$ cat src/rtl/bridge_pkg.sv
//------------------------------------------------------------------------------
// Module : bridge_pkg
// Brief  : Shared types and response-word layout for the AHB-to-APB bridge.
// Rev    : 1.0  initial release
//------------------------------------------------------------------------------
`default_nettype none

package bridge_pkg;

  typedef enum logic [1:0] {
    IDLE      = 2'd0,
    SETUP     = 2'd1,
    ACCESS    = 2'd2,
    RESP_WAIT = 2'd3
  } apb_state_t;

  localparam int BRIDGE_DATASIZE  = 32;
  localparam int BRIDGE_ADDRSIZE  = 32;
  localparam int BRIDGE_RESP_SIZE = BRIDGE_DATASIZE + 2;
  localparam int ERR_BIT          = BRIDGE_DATASIZE;
  localparam int WR_BIT           = BRIDGE_DATASIZE + 1;

  // Response word is {write_flag, err, rdata}; offsets follow the data width.
  function automatic int resp_size(input int datasize);
    return datasize + 2;
  endfunction

  function automatic int resp_err_bit(input int datasize);
    return datasize;
  endfunction

  function automatic int resp_wr_bit(input int datasize);
    return datasize + 1;
  endfunction

endpackage

`default_nettype wire

$ cat src/rtl/apb_timeout_counter.sv
//------------------------------------------------------------------------------
// Module : apb_timeout_counter
// Brief  : Wait-state counter; expired flags TIMEOUT_CYCLES-1 stalled cycles.
// Rev    : 1.0  initial release
//------------------------------------------------------------------------------
`default_nettype none

module apb_timeout_counter #(
  parameter int TIMEOUT_CYCLES = 256
) (
  input  logic clk,
  input  logic rst_n,
  input  logic en,
  input  logic clr,
  output logic expired
);

  localparam int CW = (TIMEOUT_CYCLES > 1) ? $clog2(TIMEOUT_CYCLES) : 1;

  logic [CW-1:0] count_q;
  logic [CW-1:0] count_d;

  assign expired = (count_q == CW'(TIMEOUT_CYCLES - 1));

  // Holds at the limit so a late enable can never wrap back to zero.
  always_comb begin
    count_d = count_q;
    if (clr) begin
      count_d = '0;
    end else if (en && !expired) begin
      count_d = count_q + CW'(1);
    end
  end

  always_ff @(posedge clk) begin
    if (!rst_n) begin
      count_q <= '0;
    end else begin
      count_q <= count_d;
    end
  end

endmodule

`default_nettype wire

$ cat src/rtl/apb_master_ctrl.sv
//------------------------------------------------------------------------------
// Module : apb_master_ctrl
// Brief  : APB-side sequencer: pops request FIFO, runs SETUP/ACCESS, pushes resp.
// Rev    : 1.0  initial release
//------------------------------------------------------------------------------
`default_nettype none

module apb_master_ctrl
  import bridge_pkg::*;
#(
  parameter int DATASIZE       = BRIDGE_DATASIZE,
  parameter int ADDRSIZE       = BRIDGE_ADDRSIZE,
  parameter int TIMEOUT_CYCLES = 256,
  parameter int RESP_SIZE      = resp_size(DATASIZE)
) (
  input  logic                  PCLK,
  input  logic                  PRESETn,
  input  logic                  transfer,
  input  logic [ADDRSIZE-1:0]   addr,
  input  logic [DATASIZE-1:0]   wdata,
  input  logic [DATASIZE/8-1:0] strb,
  input  logic [2:0]            pprot,
  input  logic                  write_read,
  output logic                  rinc,
  input  logic                  resp_wfull,
  output logic                  resp_winc,
  output logic [RESP_SIZE-1:0]  resp_wdata,
  output logic                  PSEL,
  output logic                  PENABLE,
  output logic                  PWRITE,
  output logic [ADDRSIZE-1:0]   PADDR,
  output logic [DATASIZE-1:0]   PWDATA,
  output logic [DATASIZE/8-1:0] PSTRB,
  output logic [2:0]            PPROT,
  input  logic                  PREADY,
  input  logic [DATASIZE-1:0]   PRDATA,
  input  logic                  PSLVERR
);

  localparam int STRBSIZE = DATASIZE / 8;
  localparam int RESP_ERR = resp_err_bit(DATASIZE);
  localparam int RESP_WR  = resp_wr_bit(DATASIZE);

  apb_state_t            state_q,   state_d;
  logic                  psel_q,    psel_d;
  logic                  penable_q, penable_d;
  logic                  pwrite_q,  pwrite_d;
  logic [ADDRSIZE-1:0]   paddr_q,   paddr_d;
  logic [DATASIZE-1:0]   pwdata_q,  pwdata_d;
  logic [STRBSIZE-1:0]   pstrb_q,   pstrb_d;
  logic [2:0]            pprot_q,   pprot_d;
  logic [RESP_SIZE-1:0]  resp_q,    resp_d;

  logic                  latch_req;
  logic                  push_resp;
  logic                  complete;
  logic                  tmo_en;
  logic                  tmo_expired;
  logic [RESP_SIZE-1:0]  cpl_word;

  apb_timeout_counter #(
    .TIMEOUT_CYCLES (TIMEOUT_CYCLES)
  ) u_timeout (
    .clk     (PCLK),
    .rst_n   (PRESETn),
    .en      (tmo_en),
    .clr     (latch_req),
    .expired (tmo_expired)
  );

  // A timed-out access reports an error with no read data.
  always_comb begin
    cpl_word           = '0;
    cpl_word[RESP_WR]  = pwrite_q;
    cpl_word[RESP_ERR] = PREADY ? PSLVERR : 1'b1;
    if (PREADY && !pwrite_q) begin
      cpl_word[DATASIZE-1:0] = PRDATA;
    end
  end

  always_comb begin
    state_d   = state_q;
    latch_req = 1'b0;
    push_resp = 1'b0;
    complete  = 1'b0;
    tmo_en    = 1'b0;

    case (state_q)
      IDLE: begin
        if (transfer) begin
          latch_req = 1'b1;
          state_d   = SETUP;
        end
      end
      SETUP: begin
        state_d = ACCESS;
      end
      ACCESS: begin
        if (PREADY || tmo_expired) begin
          complete = 1'b1;
          if (!resp_wfull) begin
            push_resp = 1'b1;
            if (transfer) begin
              latch_req = 1'b1;
              state_d   = SETUP;
            end else begin
              state_d = IDLE;
            end
          end else begin
            state_d = RESP_WAIT;
          end
        end else begin
          tmo_en = 1'b1;
        end
      end
      RESP_WAIT: begin
        if (!resp_wfull) begin
          push_resp = 1'b1;
          state_d   = IDLE;
        end
      end
      default: begin
        state_d = IDLE;
      end
    endcase
  end

  always_comb begin
    paddr_d   = paddr_q;
    pwdata_d  = pwdata_q;
    pstrb_d   = pstrb_q;
    pprot_d   = pprot_q;
    pwrite_d  = pwrite_q;
    resp_d    = resp_q;
    psel_d    = (state_d == SETUP) || (state_d == ACCESS);
    penable_d = (state_d == ACCESS);

    if (latch_req) begin
      paddr_d  = addr;
      pwdata_d = wdata;
      pstrb_d  = write_read ? strb : '0;
      pprot_d  = pprot;
      pwrite_d = write_read;
    end
    if (complete) begin
      resp_d = cpl_word;
    end
  end

  always_ff @(posedge PCLK) begin
    if (!PRESETn) begin
      state_q   <= IDLE;
      psel_q    <= 1'b0;
      penable_q <= 1'b0;
      pwrite_q  <= 1'b0;
      paddr_q   <= '0;
      pwdata_q  <= '0;
      pstrb_q   <= '0;
      pprot_q   <= '0;
      resp_q    <= '0;
    end else begin
      state_q   <= state_d;
      psel_q    <= psel_d;
      penable_q <= penable_d;
      pwrite_q  <= pwrite_d;
      paddr_q   <= paddr_d;
      pwdata_q  <= pwdata_d;
      pstrb_q   <= pstrb_d;
      pprot_q   <= pprot_d;
      resp_q    <= resp_d;
    end
  end

  // Handshake pulses are masked in the reset cycle so a dropped entry never pops or pushes.
  assign rinc       = PRESETn & latch_req;
  assign resp_winc  = PRESETn & push_resp;
  assign resp_wdata = complete ? cpl_word : resp_q;

  assign PSEL    = psel_q;
  assign PENABLE = penable_q;
  assign PWRITE  = pwrite_q;
  assign PADDR   = paddr_q;
  assign PWDATA  = pwdata_q;
  assign PSTRB   = pstrb_q;
  assign PPROT   = pprot_q;

endmodule

`default_nettype wire
$ cat config.mk
export PLATFORM = sky130hd
export DESIGN_NAME = apb_master_ctrl
export DESIGN_NICKNAME = d
export VERILOG_FILES = /design/src/rtl/bridge_pkg.sv /design/src/rtl/apb_timeout_counter.sv /design/src/rtl/apb_master_ctrl.sv
export SDC_FILE = /design/constraint.sdc
export NUM_CORES = 1
export LEC_CHECK = 0
export BUFFER_PORTS_ARGS = -buffer_cell sky130_fd_sc_hd__buf_2
export CAP_MARGIN = 15
export CORE_UTILIZATION = 40
export DETAILED_ROUTE_END_ITERATION = 8
export GPL_TIMING_DRIVEN = 0
export PLACE_DENSITY = 0.74
export SLEW_MARGIN = 20
export SYNTH_ARGS = -nofsm -noshare
export SYNTH_HDL_FRONTEND = slang
export SYNTH_SLANG_ARGS = --single-unit
$ cat constraint.sdc
create_clock -name PCLK -period 1.85 [get_ports PCLK]
set_input_delay 0.555 -clock PCLK [delete_from_list [all_inputs] [get_ports PCLK]]
set_output_delay 0.555 -clock PCLK [all_outputs]
set_load 0.03 [all_outputs]
Word level (Yosys, flattened, before mapping)
Index checks and enable logic that the tools add are counted.
{"block": "classes", "eq_ne": 6, "n_reduce_logical": 8, "shifts": 0, "n_addsub": 1, "n_mul": 0, "div": 0, "n_bitwise": 3, "magnitude_cmp": 0, "muxes": 21}
{"cell": "two-way mux 34 bit", "n": 1}
{"cell": "two-way mux 32 bit", "n": 1}
{"cell": "two-way mux 1 bit", "n": 11}
{"cell": "adder 8 x 1 -> 8 bit (second input constant)", "n": 1}
{"cell": "equality test 8 bit (second input constant)", "n": 1}
{"cell": "two-way mux 2 bit", "n": 4}
{"cell": "one-hot mux 2 bit (4 select lines)", "n": 1}
{"cell": "equality test 2 bit (second input constant)", "n": 3}
{"cell": "equality test 2 x 1 -> 1 bit (second input constant)", "n": 2}
{"cell": "two-way mux 4 bit", "n": 1}
{"cell": "one-hot mux 1 bit (2 select lines)", "n": 2}
{"cell": "bitwise AND 1 bit", "n": 2}
{"cell": "logical AND 1 bit", "n": 2}
{"cell": "zero test 1 bit", "n": 2}
{"cell": "zero test 2 bit", "n": 1}
{"cell": "logical OR 1 bit", "n": 2}
{"cell": "OR reduction 2 bit", "n": 1}
{"cell": "NOT 1 bit", "n": 1}
{"block": "totals", "latchBits": 0, "ram_bits": 0, "rom_bits": 0, "register_bits": 118, "output_inout_bits": 110, "memories": 0}

Depth between registers and ports, before layout
{"block": "depth", "depth_word": 6, "depth_mapped": 8, "mapped_depth_nobuf": 7}

By module
Synthesis repeated with hierarchy kept, for this count alone.
{"block": "hier_totals", "hier_cells": 578, "area_unflattened_um2": 4978.5}
{"mod": "apb_master_ctrl", "instances": 1, "seq_area_each_um2": 2202.1, "cells_per_inst": 528, "area_each_um2": 4555.6}
{"mod": "apb_timeout_counter", "instances": 1, "seq_area_each_um2": 160.2, "cells_per_inst": 50, "area_each_um2": 422.9}

Least setup slack after synthesis
Ideal clock, no wire load.
{"block": "synth_timing", "path_kind": "input -> output", "startpoint": "in PRESETn", "endpoint": "out resp_winc", "cell_stages": 3, "arrival_time_ns": 1.851, "setup_slack_ns": -0.556, "cell_sequence": "clkbuf_1 clkbuf_1 nor3b_1"}
{"block": "synth_via", "elab_chain_cells": 1}
{"item": "start: declaration", "line": "apb_master_ctrl.sv:17", "rtl": "input logic PRESETn,"}
{"item": "bitwise AND 1 bit", "line": "apb_master_ctrl.sv:176", "rtl": "assign resp_winc = PRESETn & push_resp;"}
{"item": "end: declaration", "line": "apb_master_ctrl.sv:26", "rtl": "output logic resp_winc,"}
Every way passes these cells.

Worst setup path after layout
{"block": "layout_timing", "startpoint": "reg u_timeout.count_q[0]", "endpoint": "out resp_wdata[25]"}
{"block": "layout_via", "elab_chain_cells": 5}
{"item": "start: declaration", "line": "apb_timeout_counter.sv:20", "rtl": "logic [CW-1:0] count_q;"}
{"item": "start signal: assignment", "line": "apb_timeout_counter.sv:39", "rtl": "count_q <= count_d;"}
{"item": "equality test 8 bit", "line": "apb_timeout_counter.sv:23", "rtl": "assign expired = (count_q == CW'(TIMEOUT_CYCLES - 1));"}
{"item": "logical OR 1 bit", "line": "apb_master_ctrl.sv:99", "rtl": "if (PREADY || tmo_expired) begin"}
{"item": "two-way mux 1 bit", "line": "apb_master_ctrl.sv:99"}
{"item": "two-way mux 1 bit", "line": "apb_master_ctrl.sv:88", "rtl": "case (state_q)"}
{"item": "two-way mux 34 bit"}
{"item": "end: declaration", "line": "apb_master_ctrl.sv:27", "rtl": "output logic [RESP_SIZE-1:0] resp_wdata,"}
Every way passes these cells.

==> metrics <==
ANT cells 0; Final Setup Violations 36; internal power 5020 uW; Critical Path Source Type flop; sequential share of the synthesized area 0.479; DRT antenna net count 0; clock share of power 0.407; initial antenna violation count 0; clk_lat worst skew 400 ps; yosys warns 0; Comb power frac 0.195; Routed WL 13.6 mm; Synth Register Bits 118; initial core utilization 0.411; syn_area_per_cell 8.71 sq um; RSZ-0062 raised after global routing yes; CTS Buf Count 17; TritonCTS clock tree built; post-DP HPWL 9.34 mm; Final Max Tran Viols 0; Horiz. Die Dim 113 microns; Remaining Overflow, GRT 0; CP Class reg2out; largest net degree at the start of global routing 17; CP Data Arrival Time 1890 ps; R2R Setup Slk 30 ps; Slew HR 0.670; Max Used Layer met4; Routed met1 length 5.86 mm; max cap viols 0; top cells by area, synth dfxtp_1 48%, nand2_1 16%, mux2i_1 15%; area grow syn2layout 55.7%; Initial DRC Count 159; Fin. Hold Viols 0; Max H-tree Level 4; worst-margin pin slew 494 ps; Netlist cell types 41; # nets final 930; pwr/cell area 907 mW/mm^2; row count 40; vias in the first global route 4,604; CTS hold repair buffers 0; met3 wire len 986 microns; crit end category output pin; area share of the largest cell type after synthesis 0.479; clock skew 7.36 ps; layout cell share with drive strength beyond 1 0.443; status finished with violations; gp weighted congestion 0.808; I/O Pins 220; Final Util 0.640; ys async rst share 0; metal2 WL 6.53 mm; Port Buffers 218; Max VDD drop 0.639 mV; final critical-path share of the clock period 1.32; root buf cell clkbuf_16; first-pass GRT wire length 21.8 mm; crit-path max FO 5; failing checks setup timing; CTS Buffer Depth 2; # clock sinks 118; count leader, synth nand2_1; min cycle time layout 2440 ps; Cells after Synth 567; Clock transition at path regs 50 ps; setup ws final -591 ps; synthesized net count 679; DRC viols 0; Top FF cell, synth dfxtp_1; Lkg Pwr 0.00385 uW; die area 0.0128 sq mm; Hold Crit Class in2reg; synthesized cell area 0.00494 sq mm; maximum achievable frequency 410 MHz; Total GRT Usage 0.215; Synth top cells by count 210 x nand2_1, 118 x dfxtp_1, 73 x mux2i_1; via density per instance 4.86; number of flops mapped to enable cells by yosys 0; Core Area 0.0120 sq mm; switching part of the total power 0.280; die height 113 microns; Fillers 1,017; DRT Pass-1 Iters 5; Psw 1950 uW; sequential power share 0.398; DR vias 4,748; WL per Instance 14.0 microns; CP Data Required Time 1290 ps; Setup TNS -20,130 ps; area leader, netlist dfxtp_1
==> registers in the layout, indices dropped and copies added, names as in the netlist <==
signal             cells
PADDR                 32
PENABLE                1
PPROT                  3
PSEL                   1
PSTRB                  4
PWDATA                32
PWRITE                 1
resp_q                34
state_q                2
u_timeout.count_q      8
==> cells by family after synthesis <==
| group | count (synthesis) | share of synthesized area |
|---|---|---|
| AND/OR/NAND/NOR | 247 | 0.207 |
| flip-flops | 118 | 0.479 |
| AO/OA/AOI/OAI | 78 | 0.106 |
| multiplexers | 75 | 0.153 |
| buffers and inverters | 42 | 0.0406 |
| XOR/XNOR | 5 | 0.00887 |
| adder cells (fa/ha/maj) | 2 | 0.00507 |
==> power by group through the flow <==
stage | Clock, uW | Sequential [uW] | Combinational, uW
6_report | 2830 | 2780 | 1360
5_1_grt | 3010 | 2790 | 1450
4_1_cts | 2910 | 2770 | 1320
3_5_place_dp | 0 | 2820 | 1200
3_3_place_gp | 0 | 2810 | 1190
2_1_floorplan | 0 | 3060 | 563
==> layout by cell type, fill, tap and decap left out, drive strengths merged, types with 3 or more instances in the layout <==
master | Yosys | routed
nand2 | 210 | 210
clkbuf | 30 | 56
dfxtp | 118 | 118
nand3 | 6 | 6
mux2i | 73 | 73
nor2b | 4 | 4
o21ai | 32 | 32
buf | 12 | 243
nand4 | 3 | 3
and3 | 9 | 9
nor2 | 3 | 3
clkinv | 0 | 5
a21boi | 32 | 32
xor2 | 3 | 3
==> final cells by class <==
class / count / area (sq um) / area share
Clock buffer: 25 / 485 / 0.0632
Multi-Input combinational cell: 407 / 2820 / 0.366
Sequential cell: 118 / 2370 / 0.309
Timing Repair Buffer: 233 / 1480 / 0.193
Tap cell: 147 / 184 / 0.0239
Buffer: 41 / 317 / 0.0412
Clock inverter: 5 / 25.0 / 0.00326
==> layer usage <==
metal | up-vias | track usage
met5 | - | 0
met4 | 0 | 0.0974
met3 | 21 | 0.0745
met1 | 2154 | 0.244
li1 | 2400 | -
met2 | 173 | 0.365
==> worst paths after layout <==
kind | start | to | cells after the start
min | wdata[1] | PWDATA[1] | 3
min reg2reg | PADDR[30] | PADDR[30] | 2
max | u_timeout.count_q[0] | resp_wdata[25] | 8
max reg2reg | u_timeout.count_q[0] | PWDATA[27] | 8
==> critical path, cell delays in order (launching register included) <==
cell and delay, ps:
dfxtp_4 350, ha_4 120, and4_4 240, a21oi_4 80, buf_12 150, clkbuf_16 160
o21ai_4 160, nand2_2 70, buf_6 130
==> metrics by stage <==
| stage | setup slack (ps) | area [sq um] | power (uW) | hold WS, ps | std cells |
|---|---|---|---|---|---|
| after floorplan | -120 | 5160 | 3620 | 447 | 567 |
| after global placement | -592 | 6430 | 4010 | 441 | 932 |
| after detailed placement | -630 | 6430 | 4020 | 448 | 932 |
| after CTS | -627 | 7480 | 6990 | 369 | 973 |
| after global routing | -664 | 7680 | 7250 | 381 | 976 |
| final | -591 | 7680 | 6970 | 388 | 976 |
==> repair_timing <==
item | in CTS | in global routing
endpoints found under the hold margin | 0 | 0
cloned | 3 | 1
setup endpoints to repair | 37 | 117
buffers inserted | 8 | 3
resized for setup | 108 | 49
pin swaps | 12 | 15
(Power assumes the default switching activity.)
